$ cat src/rtl/bhr_update_ctrl.sv
// bhr_update_ctrl: global-history driver for a k-bit PHT predictor.
// Owns the speculative and architectural GHRs, supplies the PHT lookup index,
// tracks in-flight predicted branches in an in-order FIFO, and on in-order
// resolution issues the PHT counter update and repairs history on a mispredict.
// Ports:
//   clk, reset_n              clock, async active-low reset
//   pred_valid/taken/ready    fetch-side predicted-branch handshake
//   pht_index                 PHT lookup index (speculative history, comb)
//   res_valid/taken           resolution of the oldest in-flight branch
//   upd_valid/index/taken     registered PHT update strobe and payload
//   mispredict                registered redirect pulse
//   res_err                   registered pulse: resolve with nothing in flight
//   count                     in-flight entries
//   arch_ghr                  committed history
module bhr_update_ctrl #(
    parameter int unsigned K     = 4,
    parameter int unsigned DEPTH = 4
) (
    input  logic                       clk,
    input  logic                       reset_n,
    input  logic                       pred_valid,
    input  logic                       pred_taken,
    output logic                       pred_ready,
    output logic [K-1:0]               pht_index,
    input  logic                       res_valid,
    input  logic                       res_taken,
    output logic                       upd_valid,
    output logic [K-1:0]               upd_index,
    output logic                       upd_taken,
    output logic                       mispredict,
    output logic                       res_err,
    output logic [$clog2(DEPTH):0]     count,
    output logic [K-1:0]               arch_ghr
);

    localparam int unsigned PW = $clog2(DEPTH);
    localparam int unsigned CW = PW + 1;

    typedef struct packed {
        logic [K-1:0] idx;
        logic         taken;
    } entry_t;

    entry_t          fifo_mem [DEPTH];
    logic [PW-1:0]   wr_ptr;
    logic [PW-1:0]   rd_ptr;
    logic [K-1:0]    spec_ghr;

    logic            push;
    logic            pop;
    logic            mis;
    entry_t          head;

    // Full/empty come only from the registered count; no pop bypass.
    assign pred_ready = (count != CW'(DEPTH));
    assign pht_index  = spec_ghr;

    assign push = pred_valid && pred_ready;
    assign pop  = res_valid && (count != '0);
    assign head = fifo_mem[rd_ptr];
    assign mis  = pop && (head.taken != res_taken);

    // Entry storage; stale contents are harmless because count gates every read.
    always_ff @(posedge clk) begin
        if (push) begin
            fifo_mem[wr_ptr] <= '{idx: spec_ghr, taken: pred_taken};
        end
    end

    // Pointers, count and both histories. A mispredict flush overrides any
    // same-cycle push: the accepted entry is dropped and fetch re-sends it.
    always_ff @(posedge clk or negedge reset_n) begin
        if (!reset_n) begin
            wr_ptr   <= '0;
            rd_ptr   <= '0;
            count    <= '0;
            spec_ghr <= '0;
            arch_ghr <= '0;
        end else begin
            if (pop) begin
                arch_ghr <= {arch_ghr[K-2:0], res_taken};
            end
            if (mis) begin
                wr_ptr   <= '0;
                rd_ptr   <= '0;
                count    <= '0;
                spec_ghr <= {arch_ghr[K-2:0], res_taken};
            end else begin
                if (push) begin
                    wr_ptr   <= wr_ptr + PW'(1);
                    spec_ghr <= {spec_ghr[K-2:0], pred_taken};
                end
                if (pop) begin
                    rd_ptr <= rd_ptr + PW'(1);
                end
                count <= count + CW'(push) - CW'(pop);
            end
        end
    end

    // One-cycle registered event outputs; payload is zeroed when not updating.
    always_ff @(posedge clk or negedge reset_n) begin
        if (!reset_n) begin
            upd_valid  <= 1'b0;
            upd_index  <= '0;
            upd_taken  <= 1'b0;
            mispredict <= 1'b0;
            res_err    <= 1'b0;
        end else begin
            upd_valid  <= pop;
            upd_index  <= pop ? head.idx : '0;
            upd_taken  <= pop && res_taken;
            mispredict <= mis;
            res_err    <= res_valid && (count == '0);
        end
    end

endmodule

$ cat config.mk
export PLATFORM = sky130hd
export DESIGN_NAME = bhr_update_ctrl
export DESIGN_NICKNAME = d
export VERILOG_FILES = /design/src/rtl/bhr_update_ctrl.sv
export SDC_FILE = /design/constraint.sdc
export NUM_CORES = 1
export LEC_CHECK = 0
export CORE_ASPECT_RATIO = 0.9
export CORE_MARGIN = 10
export CORE_UTILIZATION = 53
export DETAILED_ROUTE_END_ITERATION = 10
export PLACE_DENSITY_LB_ADDON = 0.2
export SLEW_MARGIN = 15
export SYNTH_ARGS = -nofsm -noshare
export SYNTH_HDL_FRONTEND = slang
export SYNTH_SLANG_ARGS = --single-unit
export TNS_END_PERCENT = 50
$ cat constraint.sdc
create_clock -name clk -period 3.1 [get_ports clk]
set_clock_uncertainty 0.05 [all_clocks]
set_input_delay 0.62 -clock clk [delete_from_list [all_inputs] [get_ports clk]]
set_output_delay 0.62 -clock clk [all_outputs]
set_load 0.01 [all_outputs]
---- After elaboration in Yosys (flattened, before gate mapping) ----
Memory sizes are Yosys's and may differ from the RTL's.
Index checks and enable logic that the tools add are counted.
storage, ports and cells
  flip-flop bits (word level) ............. 23
  latch bits .............................. 0
  memory bits (writable) .................. 20
  ROM bits ................................ 0
  memories ................................ 1
memory list
  memory    depth  bits a word  read ports  clocked after Yosys merged registers in  wr ports  RTL line  source
  fifo_mem  4      5            1           0                                        1         44        entry_t fifo_mem [DEPTH];
cells by class
  $add $sub $neg .......................... 4
  multiply operators ...................... 0
  div/mod/pow operators ................... 0
  $lt $le $gt $ge ......................... 0
  equal/unequal tests ..................... 2
  shift operators ......................... 0
  mux-type cells .......................... 10
  bitwise logic cells ..................... 0
  reduce and logical (&&, ||, !) cells .... 9
operator list
  operator                                      number
  two-way mux 4 bit                             3
  two-way mux 2 bit                             4
  logical AND 1 bit                             5
  adder 2 x 1 -> 2 bit (second input constant)  2
  nonzero test 2 bit                            2
  adder 3 x 1 -> 3 bit                          1
  zero test 3 bit                               1
  two-way mux 3 bit                             1
  != test 3 bit (second input constant)         1
  nonzero test 3 bit                            1
  subtractor 3 x 1 -> 3 bit                     1
  two-way mux 1 bit                             2
  != test 1 bit                                 1

---- Depth between registers and ports, before layout ----
  word-level depth ........................ 5
  gate-level depth with buffers ........... 11
  depth with buffers taken out ............ 9

---- Worst setup path before layout ----
No wires, ideal clock.
  path type ............................... reg2reg
  start ................................... reg count[1]
  end ..................................... reg count[2]
  library setup time ...................... 131 ps
  data arrival time ....................... 2428 ps
  data required time ...................... 2919 ps
  path slack .............................. 491 ps
  stages on the path, launching flop included .. 10
  buffers on the path ..................... 1
  cells stage by stage .................... dfrtp_1 -> o31ai_1 -> clkbuf_1 -> xnor2_1 -> ha_1 -> inv_1 -> fa_1 -> xor2_1 -> xnor2_1 -> nor2_1
between the ends
  word-level cells in the longest chain between the ends .. 5
  elaborated cells between the ends (all ways) .. 8
RTL lines
  element                    RTL line  source
  start: declaration         32        output logic [$clog2(DEPTH):0] count,
  start signal: assignment   96        count <= count + CW'(push) - CW'(pop);
  != test 3 bit              55        assign pred_ready = (count != CW'(DEPTH));
  logical AND 1 bit          58        assign push = pred_valid && pred_ready;
  adder 3 x 1 -> 3 bit       96
  subtractor 3 x 1 -> 3 bit  96
  two-way mux 3 bit *        83        if (mis) begin
Every way passes the cells marked *; elsewhere a longest branch is shown, timed or not.
A chain may end at the register's enable or synchronous reset.

---- Worst setup path after layout ----
Same ends and word-level chain as after synthesis.

==> insert_results.sql <==
INSERT INTO impl_metrics (metric_group, metric, value, unit) VALUES
('run_status', 'run_status', 'completed', ''),
('final_layout', 'multi_input_area', '558.0', 'µm²'),
('final_layout', 'final_cells', '194', ''),
('worst_setup_path', 'timing.critical_path.mode_cell', 'sky130_fd_sc_hd__xnor2_1', ''),
('route', 'first_pass_iters', '4', ''),
('floorplan', 'die_x', '81.18', 'µm'),
('worst_setup_path', 'cp_slowest_stage_delay', '0.52', 'ns'),
('worst_setup_path', 'crit_slowest_cell', 'sky130_fd_sc_hd__or3b_1', ''),
('sta', 'min_cycle_time_layout', '2.480', 'ns'),
('final_layout', 'final-seq-area', '0.001176', 'mm²'),
('final_layout', 'num-nets-final', '163', ''),
('yosys', 'synthFlopType', 'sky130_fd_sc_hd__dfrtp_1', ''),
('worst_setup_path', 'critPathRequiredTime', '3.20', 'ns'),
('hold_path', 'min-delay-path-class', 'reg -> reg', ''),
('floorplan', 'core-area', '0.003138', 'mm²'),
('place', 'dpl-instance-area', '0.002078', 'mm²'),
('sta', 'fmax', '403.2', 'MHz'),
('yosys', 'synth-edff-count', '20', ''),
('clocking', 'cts.reportedPaths.clkPinSlew', '0.07', 'ns'),
('clocking', 'cts_bufs_inserted', '5', ''),
('floorplan', 'die_height', '75.06', 'µm'),
('place', 'dp_worst_setup_slack', '0.4386', 'ns'),
('yosys', 'postSynthNetCount', '132', ''),
('route', 'detailed_router_s_first_iteration_violation_count', '118', ''),
('yosys', 'synth.cell_area', '0.001785', 'mm²'),
('route', 'vias_after_detailed_routing', '995', ''),
('final_layout', 'final_area', '0.002160', 'mm²'),
('flow_run', 'drv.max_cap_violation_count', '0', ''),
('sta', 'worstMarginPinSlew', '0.4187', 'ns'),
('final_layout', 'n_antenna_cell', '0', ''),
('sta', 'relative_slew_slack', '72.06', '%'),
('worst_setup_path', 'critical_path_arrival', '2.58', 'ns'),
('clocking', 'cts-root-to-sink-buffers', '2', ''),
('final_layout', 'post-route-util', '68.82', '%'),
('place', 'dp_hpwl', '2432', 'µm'),
('clocking', 'ctsRootBufferMaster', 'sky130_fd_sc_hd__clkbuf_8', ''),
('sta', 'worst_hold_slack', '0.4433', 'ns'),
('route', 'routed_wire_length_per_instance', '16.89', 'µm'),
('clocking', 'cts-htree-levels', '2', ''),
('floorplan', 'top_level_ports', '26', ''),
('pwr', 'cellPowerDensity', '992.1', 'mW/mm²'),
('pwr', 'finalPower', '2.143', 'mW'),
('clocking', 'tritoncts_clock_tree', 'done', ''),
('grt', 'number_of_antenna_violations_at_the_first_check_in_global_routing', '0', ''),
('clocking', 'ctsResizeCount', '0', ''),
('floorplan', 'std_cell_rows', '19', ''),
('floorplan', 'floorplan.die_area', '0.006093', 'mm²'),
('place', 'portBuffers', '25', ''),
('route', 'routed_wl', '3276', 'µm'),
('clocking', 'clock_sinks', '43', ''),
('final_layout', 'fillers', '239', ''),
('sta', 'hold_viol', '0', ''),
('sta', 'worst_slack', '0.6200', 'ns'),
('worst_setup_path', 'crit_path_max_fanout', '8', ''),
('sta', 'period_share', '80.00', '%'),
('yosys', 'cell_variety_after_synth', '29', ''),
('clocking', 'clock_network_latency_to_the_later_pin_of_the_worst_skew_pair', '0.28', 'ns'),
('yosys', 'post_synth_inst_count', '120', ''),
('sta', 'grt_setup_unrepaired', 'false', ''),
('route', 'drc_errors', '0', ''),
('sta', 'finalMaxSlewViolations', '0', ''),
('route', 'via_per_instance_ratio', '5.129', ''),
('place', 'placed_cells', '186', ''),
('clocking', 'post-cts-setup-buffers', '0', ''),
('pwr', 'max-vdd-ir-drop', '0.5953', 'mV'),
('pwr', 'leakage', '0.8904', 'nW'),
('clocking', 'holdBufCountCts', '0', ''),
('yosys', 'ys_seq_area_share', '65.87', '%'),
('grt', 'grt_start_max_net_pins', '24', ''),
('yosys', 'synthesis.area_per_instance', '14.88', 'µm²'),
('grt', 'grt_use_total', '11.77', '%');
-- cells in the final DEF, fill, tap and decap left out, drive strengths merged, types with 2 or more instances in the layout --
master,netlist,routed
and2,2,2
mux2,6,6
nor2b,5,5
mux4,5,5
xor2,2,2
clkbuf,1,7
nand2,14,14
xnor2,4,4
clkdlybuf4s50,0,25
dfrtp,23,23
nor2,8,8
and3,4,4
ha,5,5
inv,5,5
edfxtp,20,20
buf,3,3
o21ai,3,3
-- registers in the layout, indices dropped and copies added (netlist names) --
name	cells
fifo_mem	20
arch_ghr	4
pht_index	4
upd_index	4
count	3
rd_ptr	2
wr_ptr	2
mispredict	1
res_err	1
upd_taken	1
upd_valid	1
-- Yosys cell counts, types with 2 or more instances --
library cell	count	area [µm²]
sky130_fd_sc_hd__o21ai_0	3	15.01
sky130_fd_sc_hd__xor2_1	2	17.52
sky130_fd_sc_hd__nor2_1	7	26.28
sky130_fd_sc_hd__nor2b_1	5	31.28
sky130_fd_sc_hd__mux2_2	5	56.30
sky130_fd_sc_hd__inv_1	5	18.77
sky130_fd_sc_hd__xnor2_1	4	35.03
sky130_fd_sc_hd__edfxtp_1	20	600.6
sky130_fd_sc_hd__dfrtp_1	23	575.6
sky130_fd_sc_hd__buf_6	3	33.78
sky130_fd_sc_hd__and3_1	4	25.02
sky130_fd_sc_hd__ha_1	5	62.56
sky130_fd_sc_hd__mux4_2	5	112.6
sky130_fd_sc_hd__nand2_1	14	52.55
-- logic make-up after synthesis --
logic type	synth area share [%]
xor gates and xnor gates	2.943
adders and majority gates	4.625
AOI/OAI and AO/OA	3.224
muxes	10.30
buffers and inverters	3.153
and+or+nand+nor	9.881
DFF	65.87
-- area by class of cell --
class	instances	share of cell area, %
sequential	43	54.46
multi-input combinational	68	25.84
timing repair buffer	28	12.63
clock buffer	7	3.534
clock inverter	1	0.2317
inverter	5	0.8691
tap	42	2.433
-- worst paths after layout --
kind | from | slack (ns) | cells past startpoint | endpoint
max in group asynchronous | reset_n | 2.13 | 2 | wr_ptr[1]$_DFFE_PN0P_
hold / removal | arch_ghr[3]$_DFFE_PN0P_ | 0.44 | 2 | arch_ghr[3]$_DFFE_PN0P_
setup / recovery | count[1]$_DFF_PN0_ | 0.62 | 9 | count[2]$_DFF_PN0_
setup reg to reg | count[1]$_DFF_PN0_ | 0.62 | 9 | count[2]$_DFF_PN0_
min in group asynchronous | reset_n | 0.64 | 2 | upd_index[3]$_DFF_PN0_
hold reg to reg | arch_ghr[3]$_DFFE_PN0P_ | 0.44 | 2 | arch_ghr[3]$_DFFE_PN0P_
-- worst max-delay path: cells and delay by family (launching register included) --
kind / cells / cell delay (ns)
buf+inv: 1 / 0.05
flops: 1 / 0.46
simple gates: 3 / 0.81
xor+xnor: 3 / 0.45
fa+ha+maj: 2 / 0.54
-- metal layers --
metal | global-route usage, % | vias to the layer above | wire, µm
met3 | 3.810 | 2 | 197
met2 | 18.11 | 21 | 1554
met5 | 0 | - | 0
li1 | - | 475 | -
met1 | 15.39 | 497 | 1502
met4 | 4.031 | 0 | 22
-- power breakdown --
part | internal, mW | switching [mW]
Clock | 0.158 | 0.169
Combinational | 0.464 | 0.372
Sequential | 0.820 | 0.159
Total | 1.44 | 0.700
Power figures use the tool's default switching activity.
